$ cat src/rtl/gray_counter_sequencer.sv
// Run sequencer and self-checker for a WIDTH-bit Gray counter: clears it, enables it
// for run_len cycles, compares every active cycle against its own binary-to-Gray model.
module gray_counter_sequencer #(
  parameter int unsigned WIDTH = 5,
  parameter int unsigned LEN_W = 8,
  parameter int unsigned ERR_W = 8
) (
  input  logic             clk,
  input  logic             reset,
  input  logic             start,
  input  logic [LEN_W-1:0] run_len,
  input  logic             abort,
  input  logic [WIDTH-1:0] salida_gray,
  output logic             cnt_enable,
  output logic             cnt_clear,
  output logic             busy,
  output logic             done,
  output logic             aborted,
  output logic [LEN_W-1:0] steps_done,
  output logic             error,
  output logic [ERR_W-1:0] err_count
);

  localparam logic [2:0] IDLE  = 3'd0;
  localparam logic [2:0] CLEAR = 3'd1;
  localparam logic [2:0] RUN   = 3'd2;
  localparam logic [2:0] DRAIN = 3'd3;
  localparam logic [2:0] DONE  = 3'd4;

  logic [2:0]       state;
  logic [2:0]       next_state;
  logic [LEN_W-1:0] len_q;
  logic [WIDTH-1:0] exp_bin;
  logic             take_abort;
  logic             check_en;
  logic             mismatch;

  function automatic logic [WIDTH-1:0] to_gray(input logic [WIDTH-1:0] b);
    return b ^ (b >> 1);
  endfunction

  assign busy       = (state != IDLE);
  assign take_abort = abort && ((state == CLEAR) || (state == RUN) || (state == DRAIN));
  assign check_en   = !take_abort && ((state == RUN) || (state == DRAIN));
  assign mismatch   = check_en && (salida_gray != to_gray(exp_bin));

  always_comb begin
    next_state = state;
    case (state)
      IDLE: begin
        if (start) next_state = (run_len != '0) ? CLEAR : DONE;
      end
      CLEAR: next_state = take_abort ? IDLE : RUN;
      RUN: begin
        if (take_abort)                             next_state = IDLE;
        else if (steps_done == len_q - LEN_W'(1))   next_state = DRAIN;
      end
      DRAIN:   next_state = take_abort ? IDLE : DONE;
      DONE:    next_state = IDLE;
      default: next_state = IDLE;
    endcase
  end

  // Strobes are registered from next_state so they line up with the state they decode.
  always_ff @(posedge clk) begin
    if (reset) begin
      state      <= IDLE;
      len_q      <= '0;
      exp_bin    <= '0;
      steps_done <= '0;
      error      <= 1'b0;
      err_count  <= '0;
      cnt_enable <= 1'b0;
      cnt_clear  <= 1'b0;
      done       <= 1'b0;
      aborted    <= 1'b0;
    end else begin
      state      <= next_state;
      cnt_enable <= (next_state == RUN);
      cnt_clear  <= (next_state == CLEAR);
      done       <= (next_state == DONE);
      aborted    <= take_abort;

      case (state)
        IDLE: begin
          if (start) begin
            steps_done <= '0;
            error      <= 1'b0;
            err_count  <= '0;
            if (run_len != '0) len_q <= run_len;
          end
        end
        CLEAR: begin
          if (!take_abort) exp_bin <= '0;
        end
        RUN: begin
          if (!take_abort) begin
            exp_bin    <= exp_bin + WIDTH'(1);
            steps_done <= steps_done + LEN_W'(1);
          end
        end
        default: ;
      endcase

      if (mismatch) begin
        error <= 1'b1;
        if (err_count != '1) err_count <= err_count + ERR_W'(1);
      end
    end
  end

endmodule

$ cat config.mk
export PLATFORM = sky130hd
export DESIGN_NAME = gray_counter_sequencer
export DESIGN_NICKNAME = d
export VERILOG_FILES = /design/src/rtl/gray_counter_sequencer.sv
export SDC_FILE = /design/constraint.sdc
export NUM_CORES = 1
export LEC_CHECK = 0
export CORE_MARGIN = 8
export CORE_UTILIZATION = 51
export DETAILED_ROUTE_END_ITERATION = 16
export PLACE_DENSITY_LB_ADDON = 0.12
export RECOVER_POWER = 25
export SLEW_MARGIN = 20
export SYNTH_ARGS = -nofsm -noshare
export SYNTH_HDL_FRONTEND = slang
export SYNTH_SLANG_ARGS = --single-unit
$ cat constraint.sdc
create_clock -name clk -period 2.6 [get_ports clk]
set_input_delay 0.52 -clock clk [delete_from_list [all_inputs] [get_ports clk]]
set_output_delay 0.52 -clock clk [all_outputs]
set_load 0.05 [all_outputs]
# After elaboration in Yosys (flattened, before gate mapping)
# Index checks and enable logic that the tools add are counted.
# word_totals
in_bits	17
out_inout_bits	22
reg_bits	37
# op_classes
eq_ne	12
n_mux	20
addsub	4
bitwise	1
n_reduce_logical	18
# ops
operator	n
$mux W8	6
$add A8 B1 Y8 const B	2
$pmux W8 S2	1
$mux W3	5
$pmux W3 S4	1
$mux W5	2
$pmux W5 S2	1
$eq A3 B2 Y1 const B	3
$reduce_and A3 Y1	3
$eq A8 B8 Y1	1
$ne A8 B8 Y1 const B	1
$reduce_bool A2 Y1	4
$reduce_bool A8 Y1	1
$sub A8 B1 Y8 const B	1
$eq A3 B1 Y1 const B	2
$ne A2 B2 Y1 const B	3
$add A5 B1 Y5 const B	1
$ne A5 B5 Y1	1
$xor A5 B4 Y5	1
$eq A3 B3 Y1 const B	1
$logic_and A1 B1 Y1	3
$logic_not A3 Y1	1
$logic_or A1 B1 Y1	3
$mux W1	3
other kinds (4)	4

# Depth between registers and ports, before layout
# Gate-level depths: netlist (run 1).
# depth
ltp_word	9
depth_mapped	7
ltp_nobuf	7

# Worst setup path before layout (run 1)
# OpenSTA, ideal clock, no wires.
# synth_timing
path_kind	register to register
startpoint	register err_count[0]
endpoint	register err_count[4]
slack_ps	527
n_path_buf	1
stages_incl_launch_ff	8
arrival_ps	1941
setup_ps	132
synth_period_minus_slack_ps	2073
cell_sequence	dfxtp_1 > ha_1 > nand3_1 > o21a_1 > o21ai_0 > clkbuf_1 > o21bai_1 > a21oi_1
# synth_via
elab_chain_cells	3
elab_cells_between_ends	4
cone_classes	add/sub: 1; eq/ne: 1; mux: 2
# synth_rtl
item	line_no	text
from (decl)	21	output logic [ERR_W-1:0] err_count
from (signal assigned)	107	if (err_count != '1) err_count <= err_count + ERR_W'(1);
$add A8 B1 Y8 / $ne A8 B8 Y1 (equally long branches)	107	
$mux W8 *	107	
$mux W8 *	105	if (mismatch) begin
# Every way passes the cells marked *; elsewhere a longest branch is shown, timed or not.
# A chain may end at the register's enable or synchronous reset.

# Worst setup path after layout (run 1)
# layout_timing
startpoint	register state[0]
endpoint	output busy
# layout_via
elab_chain_cells	1
# layout_rtl
item	line_no	text
from (decl)	30	logic [2:0] state;
from (signal assigned)	78	state <= next_state;
$reduce_bool A3 Y1	42	assign busy = (state != IDLE);
to (decl)	16	output logic busy,
# Every way passes these cells.

==> run metrics, run 1 <==
status=completed; die area=a little over 0.006 mm^2; final hold vios=0; # setup viols final=0; ys flop type=dfxtp_1; Nets=289; # diodes=0; Reg clk slew, reported paths=70 ps; Clock Sinks=37; Final Non-Filler Cells=about 320; Post-CTS Setup Repair Bufs=0; Hold WC Path Type=reg -> reg; TNS Setup=0 ps; DR iter-0 viols=approximately 100; crit-path max cell delay=between 700 and 800 ps; post-cts gate resize count=0; Num CTS Buffers=5; CP Capture Type=output pin; Max Cap Violations=0; fraction of layout cells with a size suffix above 1=0.07865; via/cell ratio=around 5.5; IO Pins=39; sw power=0.0003153 W; number of global-route vias before repair=approximately 1700; CP Class=reg -> out; Power Internal=around 0.0010 W; Cell variety after synth=44; overall power=between 0.001 and 0.0015 W; static leakage=0.9327 nW; area delta synth->final=28.81%; clock buffer depth=2; Synth area leaders=dfxtp_1 38%, nor2_1 5.9%, xnor2_1 5.8%; Post-Syn Area=roughly 0.0020 mm^2; Seq pwr share=0.439; number of port buffers=38; DR pass1 iterations=4; Max Clock Skew=approximately 7.0 ps; Seq/Total Area, Yosys=0.3756; post-route ant nets=0; warning count from the yosys run=0; worst path required time=2080 ps; VDD IR max=just under 0.4 mV; switching share of power=0.2314; FF/Latch Area=between 700 and 800 um^2; Mapped Avg Cell Area=8.843 um^2; Slew @ Worst Pin=~500 ps; clock root buffer=clkbuf_8; R2R Setup Slk=~570 ps; CP max FO=8; slowest CP cell=clkdlybuf4s50_1; Slew headroom=0.6654; Post-DP Area=0.002419 mm^2; Initial Util=0.5346; Clock power frac=0.433; die height=roughly 78 um; largest net degree at the start of global routing=14; initial antenna violation count=0; Critical Path Source Type=register; Post-Synthesis Cells=between 200 and 250; routed len/inst=roughly 14 um; min cycle time layout=about 2300 ps; CTS tree=built; Finished Cell Area=approximately 0.0025 mm^2; first-pass GRT wire length=between 7 and 8 mm; Worst-Skew Late Latency=a little under 300 ps; CP Cell Sequence=nor3_1 > inv_1 > clkdlybuf4s50_1; Post-synth EDFFs=0; Logic pwr share=0.128; fin util=0.6886; CTS Hold Bufs=0; Filler Cell Count=~330; area of the multi-input gates=0.001176 mm^2; Die W=between 70 and 80 um; DR vias=~1700; routability cong.=between 0.8 and 0.9; Site Rows=22; total gr overflow=0; Arrival @ worst endpoint=between 1500 and 2000 ps; RSZ-0062 raised after global routing=no; synthesis-stage register bit count=37; post-synth top area share=0.3756; share of flip-flops with an asynchronous set or reset=0; area leader, netlist=dfxtp_1; max frequency=between 400 and 500 MHz; placed cells=roughly 300; DR DRC count=0; max-slew violations=0; Routed WL=between 4 and 5 mm; Mapped Nets=approximately 250; Max H-tree Level=2; Tcrit/Tclk final=0.8956; core area=approximately 0.0037 mm^2; power density over the cells=between 500 and 600 mW/mm^2; DP HPWL=about 3.2 mm; global router's overall resource usage=0.1471
[sequential cells by signal (all words and copies together) (netlist names)]
signal and cells:
aborted 1, cnt_clear 1, cnt_enable 1, done 1, err_count 8, error 1, exp_bin 5, len_q 8
state 3, steps_done 8
[critical path, delay by kind of cell (launching register included)]
| kind | cells | cell delay [ps] |
|---|---|---|
| AND/OR/NAND/NOR | 1 | 340 |
| buffers and inverters | 2 | 790 |
| flip-flops | 1 | 400 |
[cell usage after synthesis, drive strengths merged, types with 2 or more instances]
library cell	number
a21o	3
a21oi	14
a22oi	5
and2	4
and3	4
buf	2
clkbuf	6
dfxtp	37
ha	6
inv	3
mux2i	8
nand2	7
nand2b	10
nand3	11
nand3b	2
nand4	6
nand4b	3
nor2	32
nor3	4
nor4b	2
o211ai	2
o21ai	7
o31ai	2
or3	2
or4	4
xnor2	13
xor2	10
[logic make-up after synthesis]
logic type	share of synthesized area
AND/OR/NAND/NOR	0.2646
AO/OA/AOI/OAI	0.1478
flip-flops	0.3756
XOR/XNOR	0.1022
buffers and inverters	0.02538
multiplexers	0.04632
adder cells (fa/ha/maj)	0.03807
[area by class of cell]
type | instances | share of cell area
multi-input combinational | 175 | 0.4631
sequential | 37 | 0.2916
timing repair buffer | 44 | 0.1645
clock buffer | 5 | 0.02709
clock inverter | 3 | 0.02562
tap | 48 | 0.02365
inverter | 3 | 0.004433
[worst paths after layout]
path / start / end / cells past startpoint
min reg2reg: error$_SDFFE_PP0P_ / error$_SDFFE_PP0P_ / 2
min: error$_SDFFE_PP0P_ / error$_SDFFE_PP0P_ / 2
max: state[0]$_SDFF_PP0_ / busy / 3
max reg2reg: len_q[0]$_SDFFE_PP0P_ / cnt_enable$_SDFF_PP0_ / 7
[power groups by stage]
stage / combinational (W) / sequential [W] / clock, W
after floorplan: 0.000113 / 0.000615 / 0
after global placement: 0.000176 / 0.000611 / 0
after detailed placement: 0.000177 / 0.000611 / 0
after CTS: 0.000178 / 0.000598 / 0.000597
after global routing: 0.000192 / 0.000601 / 0.000619
final: 0.000174 / 0.000599 / 0.000590
[cell usage in the layout (no fill, tap or decap), types with 2 or more instances in the layout]
cell,n
dfxtp_1,37
clkdlybuf4s50_1,35
nor2_1,31
a21oi_1,14
xnor2_1,13
nand3_1,11
nand2b_1,10
xor2_1,10
mux2i_1,8
o21ai_0,7
nand2_1,7
nand4_1,6
ha_1,6
a22oi_1,5
clkbuf_8,5
nor3_1,4
and3_1,4
and2_1,4
buf_4,4
inv_1,3
or4_1,3
nand4b_1,3
a21o_1,3
dlygate4sd3_1,3
or3_1,2
nor4b_1,2
nand3b_1,2
o211ai_1,2
o31ai_1,2
bufinv_16,2
clkbuf_1,2
[through the flow]
| stage | setup slack [ps] | hold slack (ps) |
|---|---|---|
| 2_1_floorplan | 527.4 | 478.1 |
| 3_3_place_gp | 343.5 | 455.9 |
| 3_5_place_dp | 290.6 | 449.9 |
| 4_1_cts | 275.5 | 495.9 |
| 5_1_grt | 171.0 | 511.3 |
| 6_report | 271.4 | 493.9 |
[layer usage]
layer	GRT usage	share of wire	vias to the layer above
met4	0.04074	0.010	0
met1	0.1933	0.50	789
met5	0	0	-
met2	0.2229	0.43	35
li1	-	-	886
met3	0.05011	0.057	7
(Power assumes the default switching activity.)
==> inputs of run 2 (changes only) <==
--- a/config.mk
+++ b/config.mk
@@ -5,6 +5,7 @@
 export SDC_FILE = /design/constraint.sdc
 export NUM_CORES = 1
 export LEC_CHECK = 0
+export ABC_CLOCK_PERIOD_IN_PS = 2600
 export CORE_MARGIN = 8
 export CORE_UTILIZATION = 51
 export DETAILED_ROUTE_END_ITERATION = 16
==> results of run 2 <==
Final layout, timing and power as in run 1 (identical DEF).
